<file path="config.mk">
export PLATFORM = sky130hd
export DESIGN_NAME = poly_encode_stream
export DESIGN_NICKNAME = d
export VERILOG_FILES = /design/src/rtl/poly_encode_stream.sv
export SDC_FILE = /design/constraint.sdc
export NUM_CORES = 1
export LEC_CHECK = 0
export CAP_MARGIN = 10
export CORE_ASPECT_RATIO = 1.75
export CORE_MARGIN = 2
export CORE_UTILIZATION = 27
export DETAILED_ROUTE_END_ITERATION = 16
export GPL_TIMING_DRIVEN = 0
export PLACE_DENSITY = 0.46
export SETUP_SLACK_MARGIN = 0.1
export SLEW_MARGIN = 5
export SYNTH_ARGS = -nofsm -noshare
export SYNTH_HDL_FRONTEND = slang
export SYNTH_SLANG_ARGS = --single-unit
</file>
<file path="constraint.sdc">
create_clock -name clk -period 1.9 [get_ports clk]
set_input_delay 0.19 -clock clk [delete_from_list [all_inputs] [get_ports clk]]
set_output_delay 0.19 -clock clk [all_outputs]
set_load 0.05 [all_outputs]
</file>
<file path="src/rtl/poly_encode_stream.sv">
// rtl/poly_encode_stream.sv - reads NUM_POLYS bank polynomials and streams them out as ByteEncode12 bytes
// Optional: POLY_ENC_REDUCE_EN folds each captured coefficient into [0,3328] before packing.
module poly_encode_stream #(
    parameter int NUM_POLYS = 3,
    parameter int N         = 256
) (
    input  logic        clk,
    input  logic        rst_n,
    input  logic        start,
    input  logic [4:0]  slot_base,
    input  logic [4:0]  slot_stride,
    output logic        busy,
    output logic        done,
    output logic        rd_en,
    output logic [4:0]  rd_slot,
    output logic [7:0]  rd_addr,
    input  logic [11:0] rd_data,
    output logic        byte_valid,
    output logic [7:0]  byte_data,
    input  logic        byte_ready
);

    localparam logic [6:0] PAIR_LAST = 7'(N / 2 - 1);
    localparam logic [2:0] POLY_LAST = 3'(NUM_POLYS - 1);

    typedef enum logic [2:0] {
        IDLE,
        RD_A,
        RD_B,
        CAP,
        EMIT,
        DONE
    } state_t;

    state_t      state_q;
    logic        busy_q;
    logic        done_q;
    logic        rd_en_q;
    logic [4:0]  rd_slot_q;
    logic [7:0]  rd_addr_q;
    logic [4:0]  stride_q;
    logic [6:0]  pair_q;
    logic [2:0]  poly_q;
    logic [1:0]  j_q;
    logic [11:0] a_q;
    logic [11:0] b_q;
    logic        byte_valid_q;
    logic [7:0]  byte_data_q;
    logic [11:0] coef_d;

`ifdef POLY_ENC_REDUCE_EN
    assign coef_d = (rd_data >= 12'd3329) ? (rd_data - 12'd3329) : rd_data;
`else
    assign coef_d = rd_data;
`endif

    assign busy       = busy_q;
    assign done       = done_q;
    assign rd_en      = rd_en_q;
    assign rd_slot    = rd_slot_q;
    assign rd_addr    = rd_addr_q;
    assign byte_valid = byte_valid_q;
    assign byte_data  = byte_data_q;

    always_ff @(posedge clk) begin
        if (!rst_n) begin
            state_q      <= IDLE;
            busy_q       <= 1'b0;
            done_q       <= 1'b0;
            rd_en_q      <= 1'b0;
            rd_slot_q    <= 5'd0;
            rd_addr_q    <= 8'd0;
            stride_q     <= 5'd0;
            pair_q       <= 7'd0;
            poly_q       <= 3'd0;
            j_q          <= 2'd0;
            a_q          <= 12'd0;
            b_q          <= 12'd0;
            byte_valid_q <= 1'b0;
            byte_data_q  <= 8'd0;
        end else begin
            case (state_q)
                IDLE: begin
                    if (start) begin
                        state_q   <= RD_A;
                        busy_q    <= 1'b1;
                        rd_en_q   <= 1'b1;
                        rd_slot_q <= slot_base;
                        stride_q  <= slot_stride;
                        rd_addr_q <= 8'd0;
                        pair_q    <= 7'd0;
                        poly_q    <= 3'd0;
                    end
                end
                RD_A: begin
                    state_q   <= RD_B;
                    rd_addr_q <= {pair_q, 1'b1};
                end
                // rd_data now carries the even coefficient requested in RD_A
                RD_B: begin
                    state_q <= CAP;
                    rd_en_q <= 1'b0;
                    a_q     <= coef_d;
                end
                CAP: begin
                    state_q      <= EMIT;
                    b_q          <= coef_d;
                    byte_data_q  <= a_q[7:0];
                    byte_valid_q <= 1'b1;
                    j_q          <= 2'd0;
                end
                EMIT: begin
                    if (byte_ready) begin
                        case (j_q)
                            2'd0: begin
                                byte_data_q <= {b_q[3:0], a_q[11:8]};
                                j_q         <= 2'd1;
                            end
                            2'd1: begin
                                byte_data_q <= b_q[11:4];
                                j_q         <= 2'd2;
                            end
                            default: begin
                                byte_valid_q <= 1'b0;
                                j_q          <= 2'd0;
                                if (pair_q != PAIR_LAST) begin
                                    pair_q    <= pair_q + 7'd1;
                                    rd_addr_q <= {pair_q + 7'd1, 1'b0};
                                    rd_en_q   <= 1'b1;
                                    state_q   <= RD_A;
                                end else if (poly_q != POLY_LAST) begin
                                    poly_q    <= poly_q + 3'd1;
                                    pair_q    <= 7'd0;
                                    rd_addr_q <= 8'd0;
                                    rd_slot_q <= rd_slot_q + stride_q;
                                    rd_en_q   <= 1'b1;
                                    state_q   <= RD_A;
                                end else begin
                                    done_q  <= 1'b1;
                                    busy_q  <= 1'b0;
                                    state_q <= DONE;
                                end
                            end
                        endcase
                    end
                end
                DONE: begin
                    done_q  <= 1'b0;
                    state_q <= IDLE;
                end
                default: begin
                    state_q <= IDLE;
                end
            endcase
        end
    end

endmodule

</file>
==> results of run 1 <==
==> worst max-delay path, stage by stage, from the launching register on <==
cell,delay (ns)
dfxtp_1,0.31
buf_6,0.12
or3b_4,0.46
buf_8,0.17
nor2_4,0.11
a21oi_4,0.09
or3_1,0.32
a21oi_1,0.13
==> layout by cell type (no fill, tap or decap), types with 2 or more instances in the layout <==
master	netlist	final
nor2_4	1	2
or3_1	4	4
xnor2_1	2	2
ha_1	7	5
nor2_1	39	38
nand3_2	1	2
nand2b_1	3	2
a311oi_1	3	3
dfxtp_1	69	62
nor3_1	6	4
nor3_2	1	2
dfxtp_4	0	3
buf_12	0	3
buf_6	1	5
xor2_1	3	3
a32oi_1	2	2
clkbuf_2	1	4
clkbuf_1	17	10
a211oi_1	4	3
nand3_1	11	9
o21ai_4	1	4
nand2_1	78	78
a21o_1	2	2
clkinv_2	0	6
dfxtp_2	0	4
buf_4	1	13
a32o_1	2	2
a21oi_1	54	53
clkdlybuf4s50_1	0	49
inv_1	5	5
o21ai_1	1	6
nor3b_4	0	3
buf_2	4	5
clkbuf_16	0	9
o21ai_0	21	14
mux2i_1	21	20
==> kinds of logic after synthesis <==
family | count (synthesis) | share of synthesized area
AO/OA/AOI/OAI | 105 | 0.204
XOR/XNOR | 5 | 0.0134
adder cells (fa/ha/maj) | 8 | 0.0330
buffers and inverters | 31 | 0.0411
flip-flops | 69 | 0.424
multiplexers | 21 | 0.0645
AND/OR/NAND/NOR | 159 | 0.220
==> timing repair <==
item	CTS	global route
cloned	1	0
setup buffers	6	10
hold buffers	0	0
setup endpoints to repair	54	58
endpoints found under the hold margin	0	0
gates resized for setup	39	41
pin swaps	12	7
==> routing by layer <==
layer | GRT usage | vias up | routed length (µm)
met3 | 0.0327 | 23 | 278
met1 | 0.176 | 1479 | 4060
met2 | 0.303 | 53 | 5800
met5 | 0 | - | 0
met4 | 0.0945 | 0 | 344
li1 | - | 1539 | -
==> worst max path at each step <==
| stage | from | endpoint | slack, ns | cells past startpoint |
|---|---|---|---|---|
| after floorplan | rd_slot[0] | rd_slot[4] | 0.08 | 8 |
| after global placement | byte_ready | pair_q[4] | -0.48 | 6 |
| after detailed placement | byte_ready | pair_q[4] | -0.47 | 6 |
| after CTS | pair_q[0] | rd_addr[7] | 0.06 | 7 |
| after global routing | state_q[1] | byte_data[0] | 0.02 | 8 |
| final | state_q[1] | rd_addr[3] | 0.11 | 7 |
==> area by class of cell <==
type                            instances  area, µm²  share of cell area
Timing Repair Buffer                   67        692               0.149
Inverter                                6       22.5             0.00484
Sequential cell                        69       1400               0.300
Buffer                                 25        154              0.0331
Clock buffer                           10        229              0.0492
Clock inverter                          6       30.0             0.00646
Multi-Input combinational cell        298       1960               0.420
Tap cell                              137        171              0.0368
==> registers in the layout (all words and copies together), names as in the netlist <==
name / cells
rd_addr: 8
pair_q: 7
rd_slot: 5
stride_q: 5
rd_en: 1
byte_valid: 1
b_q: 12
busy: 1
done: 1
byte_data: 8
j_q: 2
poly_q: 3
state_q: 3
a_q: 12
==> stage by stage <==
stage	hold slack [ns]	instances
detailed placement	0.448	585
global route	0.451	618
CTS	0.424	608
global placement	0.446	585
floorplan	0.326	398
finish	0.382	618
==> report_power, final <==
group,switching (µW),leakage (µW),internal (µW)
Sequential,42.6,0.000564,1520
Clock,634,0.000136,868
Combinational,446,0.000982,322
==> run metrics, run 1 <==
Worst EP required roughly 2.2 ns; DRT antenna net count 0; worst skew pair latency 0.34 ns; top-area cell type share of the netlist area 0.424; critical path arrival between 2 and 2.5 ns; Final Cell Area 0.00465 mm²; f_max between 500 and 600 MHz; vias in the first global route 3076; final worst-path cycle share 0.943; status finished clean; Seq/Total Area, Yosys 0.424; worst slew pin tran 0.748 ns; deepest clock path buffer count 2; initial core utilization 0.274; Synth area leaders dfxtp_1, nand2_1, a21oi_1; Via density roughly 5; drt total wl 10.5 mm; die area 0.0130 mm²; RSZ-0062 raised after global routing true; fillers ~1.2k; Place WS -0.469 ns; last weighted congestion value of the routability-driven placer 0.829; Pleak about 0.0017 µW; via count 3094; CP Capture Type flop; Startpoint Class flop; critical-path maximum fanout 5; Die Ht between 100 and 150 µm; Rows 53; Worst R2R Start state_q[1]; Die Wd around 87 µm; largest net degree at the start of global routing 12; EDFF count, synth 0; ys flop type dfxtp_1; path depth of the worst reg2reg path 7; first-pass GRT wire length 16.3 mm; clk_skew between 0.01 and 0.015 ns; fin. max-slew vios 0; Num CTS Buffers 9; FF+latch count, synth 69; Async SR Flop Fraction 0; initial antenna violation count 0; Wirelength per Cell ~17 µm; IO buf count 50; core area between 0.01 and 0.015 mm²; clock-pin slew on the worst setup and hold paths 0.05 ns; Final Hold Fails 0; final worst slack 0.109 ns; Total Power 3830 µW; Worst Setup Path Type flop to flop; Nets slightly above 500; Clock Sinks 69; total iterations of the first detailed-routing run 4; synthesized instance count 398; Max-cap violations 0; Critical R2R Capture rd_addr[3]; leading area contributor after synthesis dfxtp_1; maximum VDD drop 469 µV; Layout area overhead 42.8%; Worst Hold Endpoint j_q[0]; Synth Net Count around 430; power per cell area roughly 800 mW/mm²; clock tree from TritonCTS yes; R2R setup slack 0.11 ns; worst hold-check path type primary input to flop; Hold Path Stages 3; layout cells sized above 1 0.195; ANT cells 0; DRC 0; syn_area_per_cell 8.19 µm²; fin crit period 1.79 ns; root buffer cell clkbuf_16; total I/O pin count 51; most frequent cell after synthesis nand2_1; normalized max-slew margin 0.501; Post-Syn Area 0.00326 mm²; H-tree Lvls 3; Starting DRT DRC Count 155; HP Start byte_ready; Synthesis Warnings 0; Final HPWL DP between 7 and 8 mm; Setup violations, final 0; GRT Total Usage 0.168; setup tns final 0 ns; Remaining Overflow, GRT 0; DP Area 0.00394 mm²; number of distinct library cells after synthesis 56; Synth top cells by count nand2_1, dfxtp_1, a21oi_1; final core utilization 0.392
No activity file was read; power rests on OpenSTA's default activity.
==> inputs of run 2 (changes only) <==
--- a/config.mk
+++ b/config.mk
@@ -9,6 +9,7 @@
 export CORE_ASPECT_RATIO = 1.75
 export CORE_MARGIN = 2
 export CORE_UTILIZATION = 27
+export CTS_BUF_LIST = sky130_fd_sc_hd__clkbuf_8
 export DETAILED_ROUTE_END_ITERATION = 16
 export GPL_TIMING_DRIVEN = 0
 export PLACE_DENSITY = 0.46
==> run 2 against run 1 <==
Effect of this change: die area unchanged; cell area decreased by 1.0%; via count increased by 1.1%; worst hold slack improved by 0.025 ns; sequential share of layout area increased by 0.30 points; combinational power increased by 0.8%; largest cell class unchanged.
==> run metrics, run 2 (synthesized netlist as in run 1, its figures left out) <==
CP Capture Type flop; vias in the first global route 3038; fin. max-slew vios 0; met2 WL post-DR 5.85 mm; Regs by FF count a_q x12, b_q x12; delay-heaviest family, CP simple AND/OR/NAND/NOR gates; DP Area 0.00394 mm²; via count roughly 3.1k; Top Metal Used met4; core area 0.0119 mm²; IO buf count 50; Remaining Overflow, GRT 0; total iterations of the first detailed-routing run 6; deepest clock path buffer count 2; Final Cell Area 0.00461 mm²; die area 0.0130 mm²; first-pass GRT wire length 16.2 mm; CP Cell Sequence buf_6 -> or3b_4 -> buf_4 -> o41ai_4 -> buf_6 -> nand2_1 -> a21oi_1; final worst slack between 0.06 and 0.07 ns; most frequent cells in the layout nand2_1, dfxtp_1, a21oi_1; last weighted congestion value of the routability-driven placer 0.829; final core utilization 0.388; GRT Total Usage 0.167; DRC 0; H-tree Lvls 3; initial antenna violation count 0; drt total wl about 10 mm; layout cells sized above 1 0.206; cell repeated most along the worst path buf_6; final worst-path cycle share 0.966; WP buf/inv 3; Metal-1 WL around 4 mm; Place WS -0.469 ns; Final Hold Fails 0; Wirelength per Cell 16.8 µm; power per cell area 730 mW/mm²; critical-path maximum fanout 6; clock tree from TritonCTS yes; initial core utilization 0.274; fin crit period 1.84 ns; total I/O pin count 51; Clock Sinks 69; fin cells 623; Hold WS 0.407 ns; Worst EP required 2.19 ns; Startpoint Class flop; clk_skew 0.0149 ns; largest stage delay on the critical path 0.45 ns; Rows 53; Layout area overhead 41.4%; Setup violations, final 0; Pleak 0.00167 µW; Die Ht around 150 µm; Final HPWL DP 7.54 mm; f_max 545 MHz; worst skew pair latency 0.37 ns; commonest non-fill, non-tap cell in the layout nand2_1; DRT antenna net count 0; ANT cells 0; RSZ-0062 raised after global routing true; root buffer cell clkbuf_8; largest net degree at the start of global routing 12; Via density 5.02; Nets 515; Max-cap violations 0; status finished clean; critical path arrival 2.12 ns; Worst Setup Path Type flop to flop; Starting DRT DRC Count ~180; worst hold-check path type primary input to flop; normalized max-slew margin 0.517; WL met3 327 µm; slowest library cell on the worst path or3b_4; dpl cells 585; clock-pin slew on the worst setup and hold paths ~0.09 ns; worst slew pin tran 0.724 ns; Num CTS Buffers 9; maximum VDD drop 468 µV; Die Wd 87.0 µm
-- run 2: cell count changes in the layout (fill, tap and decap cells not counted), sizes merged --
cell    delta
buf        +3
clkbuf     +1
inv        +1
-- run 2: area by class of cell --
| class | count | area [µm²] |
|---|---|---|
| Buffer | 25 | 173 |
| Clock buffer | 9 | 124 |
| Clock inverter | 7 | 33.8 |
| Fill cell | 1188 | 7260 |
| Inverter | 6 | 22.5 |
| Multi-Input combinational cell | 298 | 1970 |
| Sequential cell | 69 | 1400 |
| Tap cell | 137 | 171 |
| Timing Repair Buffer | 72 | 717 |
-- run 2: where the power goes --
| group | internal, µW | total [µW] | switching [µW] | leakage (µW) |
|---|---|---|---|---|
| Clock | 454 | 1030 | 579 | 0.0000935 |
| Combinational | 328 | 774 | 446 | 0.00102 |
| Sequential | 1510 | 1560 | 42.9 | 0.000564 |
-- run 2: per-stage QoR --
| stage | total power [µW] | TNS [ns] |
|---|---|---|
| global route | 3530 | 0 |
| finish | 3360 | 0 |
| detailed placement | 2240 | -7.97 |
| global placement | 2230 | -7.47 |
| CTS | 3330 | 0 |
| floorplan | 1990 | 0 |
-- run 2: path summary, 6_finish.rpt --
check	cells after the start	slack [ns]	startpoint	to
worst min-delay path	3	0.41	rd_data[10]	a_q[10]
worst max register to register	7	0.06	state_q[2]	pair_q[5]
worst min register to register	2	0.46	a_q[6]	a_q[6]
worst max-delay path	7	0.06	state_q[2]	pair_q[5]
-- run 2: repair_timing --
item | 4_1_cts | 5_1_grt
resized for setup | 43 | 39
pin swaps | 14 | 12
endpoints found under the setup margin | 54 | 60
gates cloned | 1 | 0
endpoints found under the hold margin | 0 | 0
hold buffers | 0 | 0
setup buffers | 5 | 16
-- run 2: worst register-to-register path, delay by kind of cell (launching register included) --
| family | cells | cell delay [ns] |
|---|---|---|
| AOI/OAI and AO/OA | 2 | 0.46 |
| buffers and inverters | 3 | 0.46 |
| DFF | 1 | 0.33 |
| and+or+nand+nor | 2 | 0.51 |
-- run 2: routing by layer --
layer  up-vias  GRT usage
met5         -          0
met2        62      0.303
met3        23     0.0310
met1      1493      0.177
met4         0     0.0867
li1       1550          -
==> inputs of run 3 (changes only) <==
--- a/config.mk
+++ b/config.mk
@@ -10,6 +10,7 @@
 export CORE_MARGIN = 2
 export CORE_UTILIZATION = 27
 export CTS_BUF_LIST = sky130_fd_sc_hd__clkbuf_8
+export CTS_CLUSTER_DIAMETER = 200
 export DETAILED_ROUTE_END_ITERATION = 16
 export GPL_TIMING_DRIVEN = 0
 export PLACE_DENSITY = 0.46
==> results of run 3 <==
Final layout, timing and power as in run 2 (identical DEF).
==> patch 1 (flow settings as in run 1) <==
The 6 states of `state_t` get a Gray code encoding in 3 bits.
--- a/src/rtl/poly_encode_stream.sv
+++ b/src/rtl/poly_encode_stream.sv
@@ -25,10 +25,10 @@
 
     typedef enum logic [2:0] {
-        IDLE,
-        RD_A,
-        RD_B,
-        CAP,
-        EMIT,
-        DONE
+        IDLE = 3'b000,
+        RD_A = 3'b001,
+        RD_B = 3'b011,
+        CAP  = 3'b010,
+        EMIT = 3'b110,
+        DONE = 3'b111
     } state_t;
 
Function: no difference found for any inputs over 10 cycles, from zero or initial values and one cycle with rst_n low; not proved beyond that.
==> patch 1 against run 1 <==
  * Final area down 2.7%
  * Sequential share of layout area is 0.86 points higher
  * Sequential cell count unchanged
  * Area after synthesis is 0.84% lower
  * Non-clock buffer count fell by 5
  * Combinational power shrank 14%
  * Worst setup slack gained 0.00054 ns
  * Routed wire length down 5.5%
  * Power up 6.2%
==> patch 1: results (changes against run 1) <==
* Met2 routed WL at 5370 um (-7.4%)
* Vias at 3126 (+1.0%)
* Placed cell areas at 3910 sq um (-0.89%)
* Syn-to-layout area delta at 40.1%
* Status: completed
* Dpl hpwl at 7040 um (-6.6%)
* Layout cells sized above 1 at 14.8% (-4.7 points)
* Sequential fraction of the synthesis area at 42.8% (+0.36 points)
* Netlist cell types at 50 (-11%)
* Core area at 11600 sq um (-1.9%)
* Setup Fix Bufs, Post-CTS at 4 (-2)
* Sw frac at 26.1% (-3.2 points)
* Final RePlAce weighted congestion at 0.791 (-4.6%)
* Synth cell count leaders: nand2_1 (83), dfxtp_1 (69), a21oi_1 (51)
* Largest net degree at the start of global routing at 14 (+2)
* Leak at 1.66 nW (-1.0%)
* Seq Cell Count at 69 (unchanged)
* Fraction of area in multi-input gates at 40.5% (-1.5 points)
* Placed cells at 593 (+1.4%)
* Main area contributors after synthesis: dfxtp_1 (43%), nand2_1 (9.6%), a21oi_1 (7.9%)
* Nonclk inv count at 7 (+1)
* Vias in the first global route at 2995 (-2.6%)
* Pre-CTS setup slack at -0.406 ns (+0.0623 ns)
* Non-clk bufs at 87 (-5.4%)
* GRT met1 Usage at 17.1% (-0.51 points)
* Post-Syn Area at 3230 sq um (-0.84%)
* Drt via density at 5.04 (+0.71%)
* Mapped Cells at 408 (+2.5%)
* Register area at 1400 sq um (about the same)
* Crit path from: state_q[2]$_SDFFE_PN0P_
* Final nets at 514 (+0.78%)
* First-pass GRT wire length at 15500 um (-5.0%)
* Max IR drop VDD at 0.484 mV (+3.1%)
* Drt wl/cell at 16.0 um (-5.8%)
* Worst Max-Slew Pin Slew at 0.637 ns (-0.111 ns)
* Layout multi-input combinational cell count at 306 (+2.7%)
* Met2 Use GR at 28.4% (-1.9 points)
* Non-clock buffer share at 17.0% (-1.2 points)
* Sequential Power Share at 38.2% (-2.5 points)
* CTS resizes at 25 (-36%)
* Total nets after synthesis at 442 (+2.3%)
* Clock buf count at 12 (+2)
* Highest net fanout along the worst path at 9 (+4)
* Comb power frac at 16.3% (-3.8 points)
* Clock Skews at 0.00466 ns (-0.00547 ns)
* Met3 WL post-DR at 387 um (+39%)
[patch 1: worst paths after layout]
check	depth (start not counted)	slack [ns]	to
worst min register to register	2	0.45	a_q[9]$_SDFFE_PN0N_
worst min-delay path	3	0.28	j_q[1]$_SDFFE_PN0P_
worst max-delay path	6	0.11	pair_q[4]$_SDFFE_PN0P_
worst max register to register	6	0.11	pair_q[4]$_SDFFE_PN0P_
[patch 1: cell families (layout without fill, tap and decap cells)]
kind of cell / after synthesis / count (layout) / share of synthesized area [%]
mux: 16 / 16 / 4.96
flops: 69 / 69 / 42.8
buf+inv: 33 / 110 / 4.42
xor+xnor: 3 / 3 / 0.813
fa+ha+maj: 8 / 8 / 3.33
compound gates: 105 / 105 / 19.4
simple gates: 174 / 174 / 24.3
[patch 1: tightest hold or removal path, delay by kind of cell]
kind	cells	cell delay [ns]
simple gates	1	0.12
compound gates	1	0.06
buf+inv	1	0.20
==> patch 2 (flow settings as in run 1) <==
Made on the original files. The option `POLY_ENC_REDUCE_EN` is turned on by a define.
--- a/src/rtl/poly_encode_stream.sv
+++ b/src/rtl/poly_encode_stream.sv
@@ -1,4 +1,6 @@
 // rtl/poly_encode_stream.sv - reads NUM_POLYS bank polynomials and streams them out as ByteEncode12 bytes
 // Optional: POLY_ENC_REDUCE_EN folds each captured coefficient into [0,3328] before packing.
+`define POLY_ENC_REDUCE_EN
+
 module poly_encode_stream #(
     parameter int NUM_POLYS = 3,
Formal check against the unedited RTL: not equivalent (Yosys sat finds a counterexample within 10 cycles, from zero or initial values and one cycle with rst_n low).
==> patch 2 against run 1 <==
  * Final area up 9.0%
  * Critical path type is now input port to flop
  * Area after synthesis up 9.6%
  * Critical endpoint is now a_q[1]$_SDFFE_PN0N_
  * Routed wire length is 7.4% higher
  * Hold slack lost 0.14 ns
  * Worst setup slack worse by 0.036 ns
  * Sequential cell count unchanged
  * Die area up 9.3%
  * Power is 6.6% higher
==> patch 2: results (changes against run 1) <==
* Min-Delay Startpoint: rd_data[0]
* CTS resizes at 64 (+64%)
* Seq/total area at 27.7% (-2.3 points)
* Non-clk bufs at 98 (+6.5%)
* Pre-CTS setup slack at -0.817 ns (-0.349 ns)
* Synth cell count leaders: dfxtp_1 (69), a21oi_1 (61), nand2_1 (59)
* Clock Skews at 0.00852 ns (-0.00161 ns)
* Sequential Power Share at 38.6% (-2.1 points)
* Non-clock buffer share at 16.2% (-2.0 points)
* Largest net degree at the start of global routing at 14 (+2)
* Crit path from: rd_data[7]
* Max incr delay on CP at 0.53 ns (+0.07 ns)
* Post-DRT Antenna Nets at 0 (unchanged)
* DRT iter0 DRCs at 127 (-18%)
* PwrDens at 805 nW/um^2 (-2.2%)
* Crit-path leading delay family: compound AO/OA/AOI/OAI gates
* Worst min-delay path endpoint: b_q[0]$_SDFFE_PN0P_
* Main area contributors after synthesis: dfxtp_1 (39%), a21oi_1 (8.5%), nand2_1 (6.2%)
* Top_reg_cell synth: dfxtp_1
* Status: completed
* Final nets at 557 (+9.2%)
* Mux contribution to synthesized area at 3.08% (-3.4 points)
* Adder-cell share of the synthesized area at 3.71% (+0.41 points)
* Synth Area in Compound Gates at 25.6% (+5.2 points)
* Reg2Reg Setup Slack at 0.09 ns (-0.02 ns)
* Setup Fix Bufs, Post-CTS at 15 (+9)
* Synth Area per Inst at 8.05 sq um (-1.7%)
* Layout cells sized above 1 at 22.2% (+2.7 points)
* Leak at 1.83 nW (+8.7%)
* Gr usage total at 16.0% (-0.83 points)
* Multi-input gate area in the final layout at 2280 sq um (+17%)
* Slowest stage cell, crit path: or4_1
* RR Startpoint: rd_slot[0]$_SDFFE_PN0P_
* R2R depth at 8 (+1)
* Drt via density at 5.03 (+0.53%)
* Highest net fanout along the worst path at 6 (+1)
* Worst R2R End: rd_slot[4]$_SDFFE_PN0P_
* Internal at 0.00291 W (+7.6%)
* XOR/XNOR Fraction of Synth Area at 3.19% (+1.8 points)
* Critical Path End: a_q[1]$_SDFFE_PN0N_
* Port Buffers at 48 (-4.0%)
* Drt total wl at 11300 um (+7.4%)
* Netlist cell types at 59 (+5.4%)
* Layout multi-input combinational cell count at 335 (+12%)
* First-pass GRT wire length at 17700 um (+8.9%)
* # fillers at 1383 (+17%)
* ClkCell Share at 6.29% (+0.72 points)
* Placed cell areas at 4290 sq um (+8.9%)
* Total nets after synthesis at 480 (+11%)
* Worst hold slack at 0.244 ns (-0.138 ns)
* Max IR drop VDD at 0.374 mV (-20%)
* Vias in the first global route at 3540 (+15%)
* Worst relative slew slack at 48.4% (-1.8 points)
* Nonclk inv count at 8 (+2)
* P_clk at 0.00177 W (+18%)
* Antenna cells at 0 (unchanged)
==> patch 2: changes by cell type after synthesis, sizes merged, moves of 4 or more <==
cell	run 1	this run
and2	0	5
o211ai	0	11
xnor2	2	8
a31oi	0	7
a21oi	55	62
o21ai	25	32
clkbuf	18	22
o22ai	0	4
mux2i	21	11
nor2	41	35
nand3	12	16
nand2	78	59
nor4	1	5
==> patch 2: metrics by stage <==
stage | std cells | power [W]
after global routing | 697 | 0.00426
after floorplan | 444 | 0.00201
after CTS | 693 | 0.00408
final | 697 | 0.00408
after detailed placement | 663 | 0.00225
after global placement | 663 | 0.00224
==> patch 2: routing by layer <==
layer	global-route usage (%)	wire length (um)	vias up
met5	0	0	-
met4	6.42	242	0
met3	2.75	305	17
met2	31.4	6330	67
met1	16.3	4370	1662
li1	-	-	1762
